## config.mk

```make
export PLATFORM = sky130hd
export DESIGN_NAME = reg_seq_ctrl
export DESIGN_NICKNAME = d
export VERILOG_FILES = /design/src/rtl/reg_seq_ctrl.sv
export SDC_FILE = /design/constraint.sdc
export NUM_CORES = 1
export LEC_CHECK = 0
export CORE_ASPECT_RATIO = 0.75
export CORE_MARGIN = 2
export CORE_UTILIZATION = 44
export DETAILED_ROUTE_END_ITERATION = 8
export PLACE_DENSITY = 0.85
export SLEW_MARGIN = 20
export SYNTH_ARGS = -nofsm -noshare
export SYNTH_HDL_FRONTEND = slang
export SYNTH_SLANG_ARGS = --single-unit
```

## constraint.sdc

```tcl
create_clock -name clk -period 2 [get_ports clk]
set_input_delay 0.4 -clock clk [delete_from_list [all_inputs] [get_ports clk]]
set_output_delay 0.4 -clock clk [all_outputs]
set_load 0.05 [all_outputs]
```

## src/rtl/reg_seq_ctrl.sv

```systemverilog
// reg_seq_ctrl: sequencer on the write/issue side of a small register bank.
// It takes one instruction at a time over a valid/ready handshake. It drives
// the bank read/write addresses and the ALU op code. It collects the ALU
// result (EXEC) or the bank read data (MOV) and writes it back with a single
// strobe.
//
// Ports:
//   clk, rst                 clock (rising edge), asynchronous active-high reset
//   instr_valid/instr_ready  instruction handshake (ready is combinational)
//   instr_op                 00 NOP, 01 LOADI, 10 EXEC, 11 MOV
//   instr_dst/src1/src2      register addresses
//   instr_imm                LOADI immediate
//   instr_alu_op             ALU op code for EXEC
//   rd_reg1                  bank read port 1 data (MOV source)
//   alu_result               ALU output (EXEC source)
//   ra_reg1/ra_reg2          bank read addresses
//   wa_reg/wd_reg/w_enable   bank write port
//   alu_op                   ALU op code
//   done                     one-cycle pulse when an instruction retires
module reg_seq_ctrl #(
  parameter int unsigned DATA_W  = 4,
  parameter int unsigned ADDR_W  = 1,
  parameter int unsigned ALU_LAT = 1
) (
  input  logic              clk,
  input  logic              rst,
  input  logic              instr_valid,
  output logic              instr_ready,
  input  logic [1:0]        instr_op,
  input  logic [ADDR_W-1:0] instr_dst,
  input  logic [ADDR_W-1:0] instr_src1,
  input  logic [ADDR_W-1:0] instr_src2,
  input  logic [DATA_W-1:0] instr_imm,
  input  logic [3:0]        instr_alu_op,
  input  logic [DATA_W-1:0] rd_reg1,
  input  logic [DATA_W-1:0] alu_result,
  output logic [ADDR_W-1:0] ra_reg1,
  output logic [ADDR_W-1:0] ra_reg2,
  output logic [ADDR_W-1:0] wa_reg,
  output logic [DATA_W-1:0] wd_reg,
  output logic              w_enable,
  output logic [3:0]        alu_op,
  output logic              done
);

  localparam int unsigned CNT_W = 3;

  localparam logic [1:0] OP_NOP   = 2'b00;
  localparam logic [1:0] OP_LOADI = 2'b01;
  localparam logic [1:0] OP_EXEC  = 2'b10;
  localparam logic [1:0] OP_MOV   = 2'b11;

  typedef enum logic [1:0] {
    IDLE = 2'd0,
    RD   = 2'd1,
    WT   = 2'd2,
    WB   = 2'd3
  } state_t;

  state_t             state;
  logic [1:0]         op_q;
  logic [ADDR_W-1:0]  dst_q;
  logic [CNT_W-1:0]   wait_cnt;

  // Ready is combinational so the handshake completes in the IDLE cycle itself.
  assign instr_ready = (state == IDLE) && !rst;

  // Sequencer state and registered bank/ALU outputs.
  always_ff @(posedge clk or posedge rst) begin
    if (rst) begin
      state    <= IDLE;
      op_q     <= OP_NOP;
      dst_q    <= '0;
      wait_cnt <= '0;
      ra_reg1  <= '0;
      ra_reg2  <= '0;
      wa_reg   <= '0;
      wd_reg   <= '0;
      w_enable <= 1'b0;
      alu_op   <= '0;
      done     <= 1'b0;
    end else begin
      // Strobes are single-cycle; they are only raised on the edge into WB.
      w_enable <= 1'b0;
      done     <= 1'b0;
      case (state)
        IDLE: begin
          if (instr_valid) begin
            op_q  <= instr_op;
            dst_q <= instr_dst;
            case (instr_op)
              OP_NOP: begin
                done  <= 1'b1;
                state <= WB;
              end
              OP_LOADI: begin
                wa_reg   <= instr_dst;
                wd_reg   <= instr_imm;
                w_enable <= 1'b1;
                done     <= 1'b1;
                state    <= WB;
              end
              OP_EXEC: begin
                ra_reg1 <= instr_src1;
                ra_reg2 <= instr_src2;
                alu_op  <= instr_alu_op;
                state   <= RD;
              end
              default: begin
                // MOV: only read port 1 matters, alu_op keeps its last value.
                ra_reg1 <= instr_src1;
                ra_reg2 <= instr_src2;
                state   <= RD;
              end
            endcase
          end
        end
        RD: begin
          // WT lasts wait_cnt+1 cycles; MOV only needs the bank read register.
          wait_cnt <= (op_q == OP_MOV) ? '0 : CNT_W'(ALU_LAT);
          state    <= WT;
        end
        WT: begin
          if (wait_cnt == '0) begin
            wd_reg   <= (op_q == OP_MOV) ? rd_reg1 : alu_result;
            wa_reg   <= dst_q;
            w_enable <= 1'b1;
            done     <= 1'b1;
            state    <= WB;
          end else begin
            wait_cnt <= wait_cnt - CNT_W'(1);
          end
        end
        default: begin
          state <= IDLE;
        end
      endcase
    end
  end

endmodule

```

==> impl_metrics.json, run 1 <==
{
  "status": "completed",
  "path_clk_slew_ns": 0.12,
  "async_flop_share_pct": 100,
  "antenna_found_initial": 0,
  "slew_headroom_pct": 65.9,
  "routedWlPerCell_um": 14.8,
  "worst_setup_path_start_kind": "register",
  "fin_tns_setup_ns": 0,
  "synthDominantCellAreaShare_pct": 47.6,
  "worstHoldPathType": "input port to async pin",
  "grt_pass1_wl_mm": 4.34,
  "period_needed_ns": 1.89,
  "crit_path_cell_trace": "clkdlybuf4s50_1",
  "grt_usage_pct": 20.7,
  "max_freq_ghz": 0.528,
  "multi_input_area_um2": 526,
  "num_antenna_cells": 0,
  "numCtsBuffers": 3,
  "ant_nets": 0,
  "synth.ff_latch_count": 21,
  "globalplace.congestion": 0.832,
  "yosys_warnings": 0,
  "ios": 38,
  "reg2reg_from": "wait_cnt[1]",
  "synth-compound-area-share_pct": 16.0,
  "synth_edf_count": 0,
  "nets": 172,
  "critPathRequiredTime_ns": 1.60,
  "cts.sinks": 21,
  "drv_slew": 0,
  "path_buf_inv": 1,
  "yosysTopAreaCell": "dfrtp_1",
  "place.detailed.hpwl_mm": 2.06,
  "synth-simple-area-share_pct": 14.4,
  "clk_latency_ns": 0.31,
  "cts.path.max_buffers": 2,
  "first_iter_violations": 19,
  "finalPower_w": 0.00256,
  "use_met3_pct": 6.61,
  "synth_mux_area_share_pct": 10.4,
  "regToRegSetupSlack_ns": 0.32,
  "synth_area_um2": 1100,
  "start_util_pct": 47.1,
  "io_buffers": 37,
  "ir_drop_uv": 731,
  "htreeDepth": 1,
  "crit_path_end_kind": "primary output",
  "postLayoutCoreUtil_pct": 66.5,
  "grt.busiest_layer": "met2",
  "hold_ws_ns": 0.433,
  "gr-usage-met1_pct": 28.0,
  "fp.dieW_um": 61.9,
  "slowest_delay_ns": 0.81,
  "synth_top_family_by_area": "compound AO/OA/AOI/OAI gates",
  "finalHoldViolations": 0,
  "path_class": "register to primary output",
  "vias": 940,
  "reg2reg_to": "state[0]",
  "die-area_um2": 2930,
  "grt_max_degree": 22,
  "tightest_slew_ns": 0.510,
  "syn_inst": 102,
  "reg2reg_depth": 6,
  "ys_seq_area_share_pct": 47.6,
  "drc": 0,
  "synth_fa_ha_area_share_pct": 5.66,
  "grt_pass1_vias": 929,
  "post_route_cells_drive_above_1_share_pct": 12.0,
  "setup_viol": 0,
  "stdcell_count": 176,
  "path_max_fanout": 2,
  "drtPass1Iterations": 4,
  "core_area_um2": 2350,
  "power_density_nw_per_um2": 1640,
  "die_h_um": 47.4,
  "worst_ep_arrival_time_ns": 1.49,
  "via_per_inst": 5.34,
  "power.leakage_nw": 0.708,
  "regArea_um2": 526,
  "fin_skew_ns": 0.0123,
  "syn_avg_cell_area_um2": 10.8,
  "std_cell_rows": 15,
  "drt_wl_total_mm": 2.60,
  "syn_to_final_growth_pct": 41.2,
  "syn_nets": 131,
  "synth.area.top_cells": "dfrtp_1 (48%), ha_1 (5.7%), mux2_4 (5.4%)",
  "root_buffer": "clkbuf_4",
  "crit_family": "buffers and inverters",
  "cts_tree": "done",
  "max_cap_viol_count": 0,
  "grt_setup_unrepaired": "false",
  "fill_cells": 184,
  "grt_util_met2_pct": 34.1,
  "ys_types": 30,
  "critPathSlowestCell": "clkdlybuf4s50_1",
  "synth-xor-area-share_pct": 0,
  "grt-ovfl-total": 0,
  "timing.final.crit_share_pct": 94.6,
  "synth-main-ff-cell": "dfrtp_1",
  "dp_cells": 172
}
==> synth_stat cells, drive strengths merged, types with 5 or more instances <==
cell	count
mux2	8
nand2	9
inv	12
dfrtp	21
ha	5
o21ai	5
==> cell type report <==
cell class	count	area share (%)
Timing Repair Buffer	39	25.3
Sequential cell	21	33.7
Tap cell	34	2.73
Clock buffer	4	1.68
Inverter	12	2.89
Multi-Input combinational cell	66	33.7
==> cell families (layout without fill, tap and decap cells) <==
group	after synthesis	in the layout
fa+ha+maj	5	5
mux	9	9
compound gates	24	24
flops	21	21
simple gates	28	28
buf+inv	15	55
==> layout by cell type (no fill, tap or decap), types with 3 or more instances in the layout <==
| cell type | synthesis | routed |
|---|---|---|
| mux2_2 | 4 | 4 |
| a2111oi_0 | 3 | 3 |
| inv_1 | 12 | 12 |
| nand2b_1 | 3 | 3 |
| a211oi_1 | 3 | 3 |
| o21ai_0 | 5 | 5 |
| a22o_1 | 3 | 3 |
| mux2_4 | 4 | 4 |
| dfrtp_1 | 21 | 21 |
| nand2_1 | 9 | 9 |
| and3_1 | 3 | 3 |
| nor3_1 | 3 | 3 |
| nor2_1 | 3 | 3 |
| clkbuf_4 | 0 | 3 |
| a21boi_0 | 3 | 3 |
| clkdlybuf4s50_1 | 0 | 36 |
| ha_1 | 5 | 4 |
==> layer usage <==
| metal | up-vias | routed length (um) |
|---|---|---|
| met5 | - | 0 |
| met4 | 0 | 0 |
| met3 | 0 | 244 |
| met2 | 48 | 1210 |
| met1 | 454 | 1140 |
| li1 | 438 | - |
==> per-stage QoR <==
step | setup slack (ns) | area (um2)
global route | 0.0181 | 1560
global placement | 0.145 | 1520
finish | 0.107 | 1560
CTS | 0.0440 | 1550
floorplan | 0.102 | 1100
detailed placement | 0.107 | 1520
==> where the power goes <==
part | leakage (nW) | total (W) | internal (W) | switching [W]
clock network | 0.0150 | 0.000206 | 0.0000777 | 0.000128
logic | 0.440 | 0.00159 | 0.000665 | 0.000927
registers | 0.253 | 0.000764 | 0.000624 | 0.000141
==> worst max-delay path by stage <==
stage	start	end	slack (ns)	depth (start not counted)
after floorplan	state[0]	instr_ready	0.10	5
after global placement	instr_valid	alu_op[1]	0.15	4
after detailed placement	instr_valid	wa_reg	0.11	4
after CTS	state[1]	instr_ready	0.04	5
after global routing	state[1]	instr_ready	0.02	5
final	wa_reg	wa_reg	0.11	1
==> repair_timing <==
item,4_1_cts,5_1_grt
resized for setup,1,1
setup buffers,0,0
hold buffers,0,0
pin swaps,0,0
setup endpoints to repair,1,1
Power figures use the tool's default switching activity.
==> run 2, diff against run 1 <==
--- a/config.mk
+++ b/config.mk
@@ -5,6 +5,7 @@
 export SDC_FILE = /design/constraint.sdc
 export NUM_CORES = 1
 export LEC_CHECK = 0
+export CAP_MARGIN = 20
 export CORE_ASPECT_RATIO = 0.75
 export CORE_MARGIN = 2
 export CORE_UTILIZATION = 44
==> results of run 2 <==
Same layout as run 1: the final DEF is identical, and so are final timing and power.
